### src/rtl/pipe_adder_nbit.sv
// Pipelined N-bit adder/subtractor, one SEG-bit segment per stage.
// Carries ripple stage to stage; valid/ready with global stall.
module pipe_adder_nbit #(
  parameter int N   = 34,
  parameter int SEG = 8
) (
  input  logic         clk,
  input  logic         reset_n,
  input  logic         in_valid,
  output logic         in_ready,
  input  logic [N-1:0] x,
  input  logic [N-1:0] y,
  input  logic         c_in,
  input  logic         sub,
  output logic         out_valid,
  input  logic         out_ready,
  output logic [N-1:0] s,
  output logic         c_out,
  output logic         ovf
);

  localparam int STAGES = (N + SEG - 1) / SEG;

  logic         adv;
  logic [N-1:0] y_eff;
  logic         c_eff;

  // Subtract is x + ~y + 1; c_in only matters when adding.
  assign y_eff = sub ? ~y : y;
  assign c_eff = sub | c_in;

  // Whole pipe advances unless the output slot is full and blocked.
  assign in_ready = out_ready | ~out_valid;
  assign adv      = in_ready;

  genvar k;
  for (k = 0; k < STAGES; k++) begin : g_stage
    localparam int LO = k * SEG;
    localparam int R  = N - LO;
    localparam int W  = (R < SEG) ? R : SEG;

    // xr/yr hold the not-yet-summed upper operand bits.
    logic [R-1:0]      xr;
    logic [R-1:0]      yr;
    logic              ci;
    logic              vi;
    logic [W:0]        sum;
    logic [LO+W-1:0]   s_d;
    logic [LO+W-1:0]   s_q;
    logic              c_q;
    logic              v_q;

    if (k == 0) begin : g_head
      assign xr  = x;
      assign yr  = y_eff;
      assign ci  = c_eff;
      assign vi  = in_valid;
      assign s_d = sum[W-1:0];
    end else begin : g_link
      assign xr  = g_stage[k-1].g_fwd.x_q;
      assign yr  = g_stage[k-1].g_fwd.y_q;
      assign ci  = g_stage[k-1].c_q;
      assign vi  = g_stage[k-1].v_q;
      assign s_d = {sum[W-1:0], g_stage[k-1].s_q};
    end

    assign sum = {1'b0, xr[W-1:0]}
               + {1'b0, yr[W-1:0]}
               + {{W{1'b0}}, ci};

    // Segment sum, carry and valid advance together.
    always_ff @(posedge clk) begin
      if (!reset_n) begin
        v_q <= 1'b0;
        c_q <= 1'b0;
        s_q <= '0;
      end else if (adv) begin
        v_q <= vi;
        c_q <= sum[W];
        s_q <= s_d;
      end
    end

    if (k < STAGES - 1) begin : g_fwd
      logic [R-W-1:0] x_q;
      logic [R-W-1:0] y_q;

      // Skew the upper operand bits alongside their transaction.
      always_ff @(posedge clk) begin
        if (!reset_n) begin
          x_q <= '0;
          y_q <= '0;
        end else if (adv) begin
          x_q <= xr[R-1:W];
          y_q <= yr[R-1:W];
        end
      end
    end else begin : g_last
      logic ovf_d;
      logic ovf_q;

      // Carry into the MSB is recovered from the MSB sum bit.
      assign ovf_d = xr[R-1] ^ yr[R-1] ^ sum[W-1] ^ sum[W];

      // Overflow flag registered with the final segment.
      always_ff @(posedge clk) begin
        if (!reset_n) begin
          ovf_q <= 1'b0;
        end else if (adv) begin
          ovf_q <= ovf_d;
        end
      end
    end
  end

  assign out_valid = g_stage[STAGES-1].v_q;
  assign s         = g_stage[STAGES-1].s_q;
  assign c_out     = g_stage[STAGES-1].c_q;
  assign ovf       = g_stage[STAGES-1].g_last.ovf_q;

endmodule

### config.mk
export PLATFORM = sky130hd
export DESIGN_NAME = pipe_adder_nbit
export DESIGN_NICKNAME = d
export VERILOG_FILES = /design/src/rtl/pipe_adder_nbit.sv
export SDC_FILE = /design/constraint.sdc
export NUM_CORES = 1
export LEC_CHECK = 0
export BUFFER_PORTS_ARGS = -buffer_cell sky130_fd_sc_hd__buf_2
export CORE_UTILIZATION = 45
export CTS_CLUSTER_DIAMETER = 50
export DETAILED_ROUTE_END_ITERATION = 10
export SYNTH_ARGS = -nofsm -noshare
export SYNTH_HDL_FRONTEND = slang
export SYNTH_SLANG_ARGS = --single-unit
### constraint.sdc
create_clock -name clk -period 2.75 [get_ports clk]
set_clock_uncertainty 0.1 [all_clocks]
set_input_delay 0.4125 -clock clk [delete_from_list [all_inputs] [get_ports clk]]
set_output_delay 0.4125 -clock clk [all_outputs]
set_load 0.1 [all_outputs]
==> results.md, run 1 <==
* Run status: finished clean
* Post-synth ARST share at 0%
* Hold/Removal Path Class: input port to register
* Cells resized by post-CTS repair at 0
* Port bufs at 111
* Post-route setup TNS at 0 ps
* Area of placed instances at 10460 sq um
* Post-route ant nets at 0
* Clock net sink count at 237
* Req. time, crit path at 3070 ps
* Worst skew pair latency at 520 ps
* I/O pin count at 112
* Static power due to leakage at 4.686 nW
* Number of nets in the synthesized netlist at 1287
* Final Hold Fails at 0
* Transition at the pin with the smallest max-transition slack at 869.3 ps
* Gate count after technology mapping at 1174
* Vias in the first global route at 7018
* Register bit total from synthesis at 237
* Final antenna diode count at 0
* Violation count after the first detailed-routing iteration at 361
* Worst IR drop on VDD at 0.4183 mV
* Clk pin slew, worst setup/hold paths at 60 ps
* DP HPWL at 13.57 mm
* Commonest non-fill, non-tap cells in the layout: nand2_1 (377), dfxtp_1 (237), a21oi_1 (205)
* Clock tree root buffer cell: clkbuf_16
* Slew margin rel. at 42.05%
* Data arrival, critical path at 2560 ps
* Flip-flop cell with the highest count after synthesis: dfxtp_1
* Number of instances on the worst hold path at 3
* Cell area power density at 713.4 nW/um^2
* Kind of end point of the critical path: register
* Pin count of the biggest net entering global routing at 194
* Vias per cell at 4.922
* Number of setup buffers added after CTS at 0
* Synthesized area at 9789 sq um
* H-tree levels at 1
* Final setup margin at 506.0 ps
* Number of iterations in the first detailed-routing pass at 4
* Die footprint at 22350 sq um
* Remaining routing DRC violations at 0
* Final worst path period need at 2244 ps
* Count of fill cells added during filler insertion at 2071
* Total count of max-transition violations in the final report at 0
* Startpoint Class: register
* Cts bufs inserted at 27
* Last weighted congestion value of the routability-driven placer at 0.8123
* First-pass GRT wire length at 35.20 mm
* Ratio of final minimum period to clock period at 81.60%
* Effective utilization at floorplan at 46.28%
* Maximum fanout count along the critical path at 2
* Layout overhead on the synthesized area at 16.40%
* Final std cell area, no fill at 11390 sq um
* Area of the placeable core at 21150 sq um
* Max capacitance violation total at 0
* Die X-Extent at 149.5 um
* Gr usage total at 19.29%
* Total vias in the final route at 7599
* Number of antenna violations at the first check in global routing at 0
* Clock tree from TritonCTS: done
* FP Rows at 53
* Share of post-route cells with drive strength above 1 at 15.45%
* Layout Nets at 1361
* Post-layout utilization of the core at 53.87%
* Distinct cells, synth at 46
* Fraction of the yosys area taken by sequential cells at 48.47%
* Maximum root-to-sink buffer count at 3
* Detailed-route wire length per cell at 13.75 um
* Start-to-end type of the worst setup path: register to register
* Number of warnings reported in the yosys synthesis log at 0
* Post-placement setup slack at 158.7 ps
* RSZ-0062 raised after global routing: false
* Number of synthesized flops with an enable pin at 0
* Most common cell after layout, fill and taps aside: nand2_1
* Total length of routed wires at 21.23 mm
* Final setup vio count at 0
* Remaining global-route overflow at 0
* Achievable Freq at 445.6 MHz
* Depth of the worst register-to-register path at 6
* CTS Hold Buffers Added at 0
* Vertical die dimension at 149.5 um
* Average size of a mapped cell at 8.338 sq um
## synth_stat cells (all sizes together), types with 2 or more instances
library cell	count	share of area [%]
or3	2	0.13
a221oi	3	0.46
nor2b	2	0.20
a21oi	205	10
o21a	2	0.15
xnor2	38	3.4
dfxtp	237	48
nor3b	4	0.31
mux2	7	0.84
o211a	3	0.31
o21ai	16	0.93
clkbuf	17	0.65
a211oi	37	2.8
ha	29	3.7
and3	6	0.54
o22ai	6	0.38
buf	65	3.4
nand2b	3	0.19
a21o	13	1.0
inv	17	0.65
nand4	5	0.32
nand2	377	14
nand3	5	0.26
o2bb2ai	4	0.36
xor2	12	1.1
fa	10	2.0
o221ai	3	0.27
nor2	37	1.4
## worst paths after layout
kind                  startpoint                 endpoint  slack (ps)
setup / recovery  g_stage[2].c_q           g_stage[3].c_q         510
hold / removal             x[17]  g_stage[0].g_fwd.x_q[9]          30
setup reg to reg  g_stage[2].c_q           g_stage[3].c_q         510
hold reg to reg             s[8]                     s[8]         340
## layout make-up
cell class,count,area (sq um),share of cell area (%)
Sequential cell,237,4745,41.64
Multi-Input combinational cell,838,4582,40.21
Clock buffer,37,793.3,6.962
Timing Repair Buffer,127,715.7,6.281
Tap cell,275,344.1,3.020
Clock inverter,13,138.9,1.219
Inverter,17,76.32,0.6698
## cell families after synthesis
kind of cell	synth area share [%]
compound gates	17.70
xor+xnor	4.473
fa+ha+maj	5.752
buf+inv	4.729
flops	48.47
mux	0.8435
simple gates	18.03
## metal layers
layer	up-vias	GRT usage (%)	routed length (um)
met5	-	0	0
met4	0	4.643	309
met3	28	2.896	962
met2	124	28.19	8934
met1	3375	29.41	11020
li1	4072	-	-
## power breakdown
| part | switching (mW) | leakage, nW | total (mW) | internal, mW |
|---|---|---|---|---|
| logic | 0.455 | 2.28 | 0.755 | 0.300 |
| clock network | 1.42 | 0.459 | 3.63 | 2.22 |
| registers | 0.106 | 1.94 | 3.74 | 3.63 |
| total | 1.98 | 4.69 | 8.13 | 6.15 |
## state kept, by name, summed over array words and instances (netlist names)
signal and count:
g_stage.c_q 4, g_stage.g_fwd.y_q 56, g_stage.g_fwd.x_q 56, ovf 1, g_stage.s_q 80, s 34
g_stage.v_q 4, c_out 1, out_valid 1
## per-stage QoR
| step | hold slack, ps | total power, mW | instances |
|---|---|---|---|
| floorplan | 324.9 | 4.355 | 1174 |
| global placement | 337.3 | 4.555 | 1494 |
| detailed placement | 341.3 | 4.568 | 1494 |
| CTS | 12.61 | 8.222 | 1544 |
| global route | 11.37 | 8.475 | 1544 |
| finish | 27.02 | 8.128 | 1544 |
## critical path: stages, from the launching register on
cell      delay, ps
dfxtp_1         330
fa_1            490
fa_1            420
a21o_1          210
a221oi_2        300
o21ai_0         140
o211a_1         140
Power figures use the tool's default switching activity.
==> run 2, diff against run 1 <==
Settings changed: ABC_AREA set to 1.
Clock period 2.75 ns to 2.3 ns, I/O delays scaled along.
==> results.md, run 2 <==
* Clock tree root buffer cell: clkbuf_16 (unchanged)
* Die X-Extent at 150.8 um (was 149.5 um)
* Detailed-route wire length per cell at 13.09 um (was 13.75 um)
* Cts bufs inserted at 27 (unchanged)
* Largest registers ranked by flip-flop count: g_stage.s_q (80), g_stage.g_fwd.x_q (56), g_stage.g_fwd.y_q (56) (unchanged)
* Most common cell after layout, fill and taps aside: nor2_1 (was nand2_1)
* Worst min-delay path startpoint: x[25] (was x[17])
* Max reg flops at 80 (unchanged)
* Transition at the pin with the smallest max-transition slack at 605.3 ps (was 869.3 ps)
* Total vias in the final route at 8216 (was 7599)
* Area of the placeable core at 21760 sq um (was 21150 sq um)
* Endpoint, Worst Hold: g_stage[0].g_fwd.x_q[17] (was g_stage[0].g_fwd.x_q[9])
* Pin count of the biggest net entering global routing at 165 (was 194)
* Worst reg2reg path startpoint: g_stage[3].c_q (was g_stage[2].c_q)
* Clock net sink count at 237 (unchanged)
* Most instantiated library cell after synthesis: nor2_1 (was nand2_1)
* Gr usage total at 19.52% (was 19.29%)
* Vias per cell at 4.862 (was 4.922)
* Fraction of the yosys area taken by sequential cells at 47.60% (was 48.47%)
* Slew margin rel. at 59.65% (was 42.05%)
* Hold/Removal Path Class: input port to register (unchanged)
* Final setup vio count at 0 (unchanged)
* Number of nets in the synthesized netlist at 1402 (was 1287)
* Last weighted congestion value of the routability-driven placer at 0.8042 (was 0.8123)
* RSZ-0062 raised after global routing: false (unchanged)
* Number of antenna violations at the first check in global routing at 1 (was 0)
* Kind of end point of the critical path: register (unchanged)
* CTS Hold Buffers Added at 27 (was 0)
* H-tree levels at 1 (unchanged)
* Final antenna diode count at 0 (unchanged)
* Maximum root-to-sink buffer count at 3 (unchanged)
* Port bufs at 111 (unchanged)
* Number of synthesized flops with an enable pin at 0 (unchanged)
* I/O pin count at 112 (unchanged)
* Commonest cells post-synth: nor2_1 (342), dfxtp_1 (237), o21ai_0 (227), nand2_1 (101), inv_1 (84) (was nand2_1 (377), dfxtp_1 (237), a21oi_1 (205), buf_2 (58), xnor2_1 (38))
* Vertical die dimension at 150.8 um (was 149.5 um)
* Reg-to-reg critical path endpoint: ovf (was g_stage[3].c_q)
* Start-to-end type of the worst setup path: register to register (unchanged)
* Total count of max-transition violations in the final report at 0 (unchanged)
* Data arrival, critical path at 2430 ps (was 2560 ps)
* First-pass GRT wire length at 36.36 mm (was 35.20 mm)
* Count of fill cells added during filler insertion at 2137 (was 2071)
* Flip-flop cell with the highest count after synthesis: dfxtp_1 (unchanged)
* Maximum fanout count along the critical path at 2 (unchanged)
* Remaining global-route overflow at 0 (unchanged)
* Effective utilization at floorplan at 45.82% (was 46.28%)
* Placed Cells at 1615 (was 1494)
* Depth of the worst register-to-register path at 7 (was 6)
* Number of setup buffers added after CTS at 0 (unchanged)
* Top cells by area, synth: dfxtp_1 (48%), nor2_1 (13%), o21ai_0 (11%) (was dfxtp_1 (48%), nand2_1 (14%), a21oi_1 (10%))
* Cells resized by post-CTS repair at 0 (unchanged)
* Post-route ant nets at 0 (unchanged)
* Share of post-route cells with drive strength above 1 at 12.91% (was 15.45%)
* Post-route setup TNS at 0 ps (unchanged)
* FP Rows at 54 (was 53)
* Final worst path period need at 2082 ps (was 2244 ps)
* Post-synth ARST share at 0% (unchanged)
* Layout overhead on the synthesized area at 18.74% (was 16.40%)
* Reg2Reg Setup Slack at 220 ps (was 510 ps)
* Remaining routing DRC violations at 0 (unchanged)
* Total length of routed wires at 22.12 mm (was 21.23 mm)
* Startpoint Class: register (unchanged)
* Cell taking the most area after synthesis: dfxtp_1 (unchanged)
* Ratio of final minimum period to clock period at 90.53% (was 81.60%)
* Gate count after technology mapping at 1289 (was 1174)
* Clk pin slew, worst setup/hold paths at 60 ps (about the same)
* Worst IR drop on VDD at 0.5433 mV (was 0.4183 mV)
* Static power due to leakage at 5.282 nW (was 4.686 nW)
* Number of instances on the worst hold path at 3 (unchanged)
* Cell area power density at 826.4 nW/um^2 (was 713.4 nW/um^2)
* Vias in the first global route at 7263 (was 7018)
* Violation count after the first detailed-routing iteration at 611 (was 361)
* DP HPWL at 13.88 mm (was 13.57 mm)
* Synthesized area at 9968 sq um (was 9789 sq um)
* Max capacitance violation total at 0 (unchanged)
* Layout Nets at 1504 (was 1361)
* Req. time, crit path at 2650 ps (was 3070 ps)
* Achievable Freq at 480.3 MHz (was 445.6 MHz)
* Post-Route Hold Slack at 12.67 ps (was 27.02 ps)
* Post-layout utilization of the core at 54.41% (was 53.87%)
* Average size of a mapped cell at 7.733 sq um (was 8.338 sq um)
* Largest reg by FF count: g_stage.s_q (unchanged)
* Worst skew pair latency at 520 ps (about the same)
* Number of warnings reported in the yosys synthesis log at 0 (unchanged)
* Clock tree from TritonCTS: done (unchanged)
* Distinct cells, synth at 24 (was 46)
* Final Hold Fails at 0 (unchanged)
* Commonest non-fill, non-tap cells in the layout: nor2_1 (342), dfxtp_1 (237), o21ai_0 (227) (was nand2_1 (377), dfxtp_1 (237), a21oi_1 (205))
* Run status: finished clean (unchanged)
* Top cell type's share of synthesized area at 47.60% (was 48.47%)
* Register bit total from synthesis at 237 (unchanged)
* Non-filler cells, final at 1690 (was 1544)
* Die footprint at 22750 sq um (was 22350 sq um)
* Number of iterations in the first detailed-routing pass at 5 (was 4)
## run 2: changes by cell type after synthesis, moves of 39 or more
cell / change
nand2_1: -276
nand3_1: +39
nor2_1: +306
inv_1: +68
a21oi_1: -145
o21ai_0: +218
## run 2: stage by stage
stage / instance area, sq um / power [mW] / setup slack [ps]
2_1_floorplan: 9976 / 5.506 / -0.5349
3_3_place_gp: 10720 / 5.819 / 80.23
3_5_place_dp: 10720 / 5.829 / 37.30
4_1_cts: 11840 / 9.895 / 211.9
5_1_grt: 11840 / 10.28 / 72.45
6_report: 11840 / 9.782 / 217.9
## run 2: critical path: stages (launching register included)
cell     delay, ps
dfxtp_1        330
inv_1           60
fa_1           460
fa_1           490
xnor2_1        240
xnor2_1        140
nand2_1         60
a21oi_1        130
## run 2: worst max-delay path by stage
stage | from | end | slack (ps) | cells after the start
floorplan | sub | g_stage[0].s_q[6] | -0.5 | 15
global placement | sub | g_stage[0].s_q[6] | 80 | 14
detailed placement | sub | g_stage[0].s_q[6] | 40 | 14
CTS | g_stage[3].c_q | ovf | 210 | 7
global route | g_stage[1].c_q | g_stage[2].s_q[22] | 70 | 10
finish | g_stage[3].c_q | ovf | 220 | 7
## run 2: where the power goes
part / internal, mW / leakage, nW / switching, mW / total, mW
Combinational: 0.475 / 2.91 / 0.767 / 1.24
Clock: 2.36 / 0.423 / 1.64 / 4.00
Sequential: 4.39 / 1.95 / 0.153 / 4.54
## run 2: layout make-up
cell class | count | area [sq um] | area share, %
inverters | 86 | 327.8 | 2.770
clock inverters | 10 | 65.06 | 0.5497
multi-input cells | 885 | 4483 | 37.88
flip-flops and latches | 237 | 4745 | 40.08
repair buffers | 154 | 1089 | 9.197
well taps | 280 | 350.3 | 2.960
clock buffers | 38 | 777.0 | 6.564
## run 2: cells by family after synthesis
group	count (synthesis)	share of synthesized area, %
AND/OR/NAND/NOR	508	20.41
AO/OA/AOI/OAI	298	15.24
flip-flops	237	47.60
buffers and inverters	167	7.594
XOR/XNOR	40	3.515
adder cells (fa/ha/maj)	39	5.648
## run 2: layer usage
layer / share of wire, % / vias up / GRT usage [%] / wire [um]
met5: 0 / - / 0 / 0
met4: 1.5 / 0 / 4.400 / 342
met3: 4.0 / 31 / 2.741 / 884
met2: 43 / 149 / 29.54 / 9567
met1: 51 / 3675 / 29.17 / 11320
li1: - / 4361 / - / -
==> run 3, diff against run 2 <==
Settings changed: BUFFER_PORTS_ARGS -buffer_cell sky130_fd_sc_hd__buf_2 to -buffer_cell sky130_fd_sc_hd__clkbuf_2, CORE_UTILIZATION 45 to 58, PLACE_DENSITY set to 0.79.
==> results.md, run 3 (synthesis gave the netlist of run 2 again) <==
* Hold/Removal Path Class: input port to register (unchanged)
* Vias per cell at 5.232 (was 4.862)
* Data arrival, critical path at 2450 ps (was 2430 ps)
* Commonest non-fill, non-tap cells in the layout: nor2_1 (342), dfxtp_1 (237), o21ai_0 (227) (unchanged)
* Maximum fanout count along the critical path at 2 (unchanged)
* Slowest Stage Delay on Critical Path at 500 ps (was 490 ps)
* Kind of end point of the critical path: register (unchanged)
* Max capacitance violation total at 0 (unchanged)
* FP Rows at 47 (was 54)
* Transition at the pin with the smallest max-transition slack at 542.3 ps (was 605.3 ps)
* Final worst path period need at 2115 ps (was 2082 ps)
* Vias in the first global route at 7707 (was 7263)
* Maximum root-to-sink buffer count at 3 (unchanged)
* Clock net sink count at 237 (unchanged)
* Number of iterations in the first detailed-routing pass at 5 (unchanged)
* Depth of the worst register-to-register path at 7 (unchanged)
* Pin count of the biggest net entering global routing at 96 (was 165)
* Startpoint Class: register (unchanged)
* Clock tree root buffer cell: clkbuf_16 (unchanged)
* Ratio of final minimum period to clock period at 91.95% (was 90.53%)
* Number of setup buffers added after CTS at 0 (unchanged)
* Count of fill cells added during filler insertion at 1351 (was 2137)
* Cts bufs inserted at 25 (was 27)
* Most common cell after layout, fill and taps aside: nor2_1 (unchanged)
* Post-Route Hold Slack at 34.48 ps (was 12.67 ps)
* Clock tree from TritonCTS: done (unchanged)
* Remaining routing DRC violations at 0 (unchanged)
* Effective utilization at floorplan at 59.69% (was 45.82%)
* Area of the placeable core at 16700 sq um (was 21760 sq um)
* DP HPWL at 13.55 mm (was 13.88 mm)
* Area of placed instances at 10610 sq um (was 10720 sq um)
* Largest reg by FF count: g_stage.s_q (unchanged)
* Slew margin rel. at 64.00% (was 59.65%)
* Worst IR drop on VDD at 0.5321 mV (was 0.5433 mV)
* Worst reg2reg path startpoint: g_stage[3].c_q (unchanged)
* Post-route ant nets at 0 (unchanged)
* Start-to-end type of the worst setup path: register to register (unchanged)
* Sum of internal, switching and leakage power at 9.866 mW (was 9.782 mW)
* Vertical die dimension at 133.1 um (was 150.8 um)
* Total vias in the final route at 8497 (was 8216)
* Share of post-route cells with drive strength above 1 at 12.54% (was 12.91%)
* Layout Nets at 1499 (was 1504)
* Kind of cell adding the most delay to the critical path: adder cells (unchanged)
* Die X-Extent at 133.1 um (was 150.8 um)
* Remaining global-route overflow at 0 (unchanged)
* Endpoint of the most critical setup path: ovf (unchanged)
* Reg2Reg Setup Slack at 190 ps (was 220 ps)
* Final std cell area, no fill at 11720 sq um (was 11840 sq um)
* Static power due to leakage at 5.231 nW (was 5.282 nW)
* RSZ-0062 raised after global routing: false (unchanged)
* Layout overhead on the synthesized area at 17.52% (was 18.74%)
* Worst-path cell chain: inv_1 > fa_1 > fa_1 > xnor2_1 > xnor2_1 > nand2_1 > a21oi_1 (unchanged)
* H-tree levels at 1 (unchanged)
* Port bufs at 111 (unchanged)
* Total length of routed wires at 21.48 mm (was 22.12 mm)
* Worst skew pair latency at 520 ps (about the same)
* Final Hold Fails at 0 (unchanged)
* Max reg flops at 80 (unchanged)
* Achievable Freq at 472.8 MHz (was 480.3 MHz)
* Non-filler cells, final at 1624 (was 1690)
* Run status: finished clean (unchanged)
* First-pass GRT wire length at 36.49 mm (was 36.36 mm)
* Reg-to-reg critical path endpoint: ovf (unchanged)
* Buffers plus inverters on the worst setup path at 1 (unchanged)
* Crit path max-delay cell type: fa_1 (unchanged)
* Placed Cells at 1553 (was 1615)
* Violation count after the first detailed-routing iteration at 709 (was 611)
* Last weighted congestion value of the routability-driven placer at 0.8815 (was 0.8042)
* Clk pin slew, worst setup/hold paths at 60 ps (about the same)
* Cell area power density at 842.2 nW/um^2 (was 826.4 nW/um^2)
* Detailed-route wire length per cell at 13.23 um (was 13.09 um)
* Total count of max-transition violations in the final report at 0 (unchanged)
* Stages on worst setup path at 7 (unchanged)
* Req. time, crit path at 2630 ps (was 2650 ps)
* Number of antenna violations at the first check in global routing at 1 (unchanged)
* Startpoint of the most critical setup path: g_stage[3].c_q (unchanged)
* Die footprint at 17720 sq um (was 22750 sq um)
* Cells resized by post-CTS repair at 0 (unchanged)
* Gr usage total at 24.59% (was 19.52%)
* I/O pin count at 112 (unchanged)
* Final setup vio count at 0 (unchanged)
* Largest registers ranked by flip-flop count: g_stage.s_q (80), g_stage.g_fwd.x_q (56), g_stage.g_fwd.y_q (56) (unchanged)
## run 3: changes by cell type in the layout (fill, tap and decap cells not counted)
cell           delta
inv_6             -3
buf_2           -109
dlygate4sd3_1     -1
clkbuf_16         -2
clkbuf_8          -1
inv_4             +1
buf_12            -2
clkinvlp_4        +2
clkinv_2          -4
clkbuf_2        +109
diode_2           +1
bufinv_16         +3
## run 3: repair_timing
item	in CTS	in global routing
hold endpoints to repair	26	0
hold buffers	26	0
setup endpoints to repair	0	0
## run 3: worst min path at each step
stage / startpoint / endpoint / slack [ps] / depth (start not counted)
2_1_floorplan: g_stage[0].g_fwd.y_q[19] / g_stage[1].g_fwd.y_q[11] / 320 / 2
3_3_place_gp: g_stage[0].g_fwd.y_q[23] / g_stage[1].g_fwd.y_q[15] / 330 / 2
3_5_place_dp: g_stage[0].g_fwd.y_q[22] / g_stage[1].g_fwd.y_q[14] / 340 / 2
4_1_cts: y[29] / g_stage[0].g_fwd.y_q[21] / 20 / 3
5_1_grt: y[30] / g_stage[0].g_fwd.y_q[22] / 40 / 3
6_report: y[26] / g_stage[0].g_fwd.y_q[18] / 30 / 3
## run 3: stage by stage
step	utilization (%)	setup slack, ps	TNS [ps]
after floorplan	-	-0.5349	-0.5349
after global placement	63.51	112.9	0
after detailed placement	63.51	82.08	0
after CTS	70.13	149.1	0
after global routing	70.15	110.0	0
final	70.15	185.1	0
## run 3: final cells by class
| cell class | instances | area, sq um | area share (%) |
|---|---|---|---|
| sequential | 237 | 4745 | 40.50 |
| antenna | 1 | 2.502 | 0.02136 |
| tap | 220 | 275.3 | 2.350 |
| timing repair buffer | 151 | 1039 | 8.865 |
| clock inverter | 9 | 132.6 | 1.132 |
| inverter | 86 | 325.3 | 2.777 |
| multi-input combinational | 885 | 4483 | 38.27 |
| clock buffer | 35 | 713.2 | 6.088 |
## run 3: power by group
part / switching [mW] / internal [mW] / leakage [nW]
clock network: 1.58 / 2.50 / 0.409
logic: 0.776 / 0.472 / 2.88
registers: 0.156 / 4.39 / 1.95
total: 2.51 / 7.36 / 5.23
## run 3: metal layers
layer | vias up | track usage, % | routed length (um)
met4 | 0 | 8.523 | 663
met5 | - | 0 | 0
met1 | 3872 | 35.35 | 10240
li1 | 4358 | - | -
met3 | 41 | 3.044 | 1001
met2 | 226 | 38.25 | 9582
## run 3: worst min-delay path, delay by kind of cell
kind	cells	cell delay (ps)
buffers and inverters	1	80
AOI/OAI and AO/OA	1	60
xor gates and xnor gates	1	100
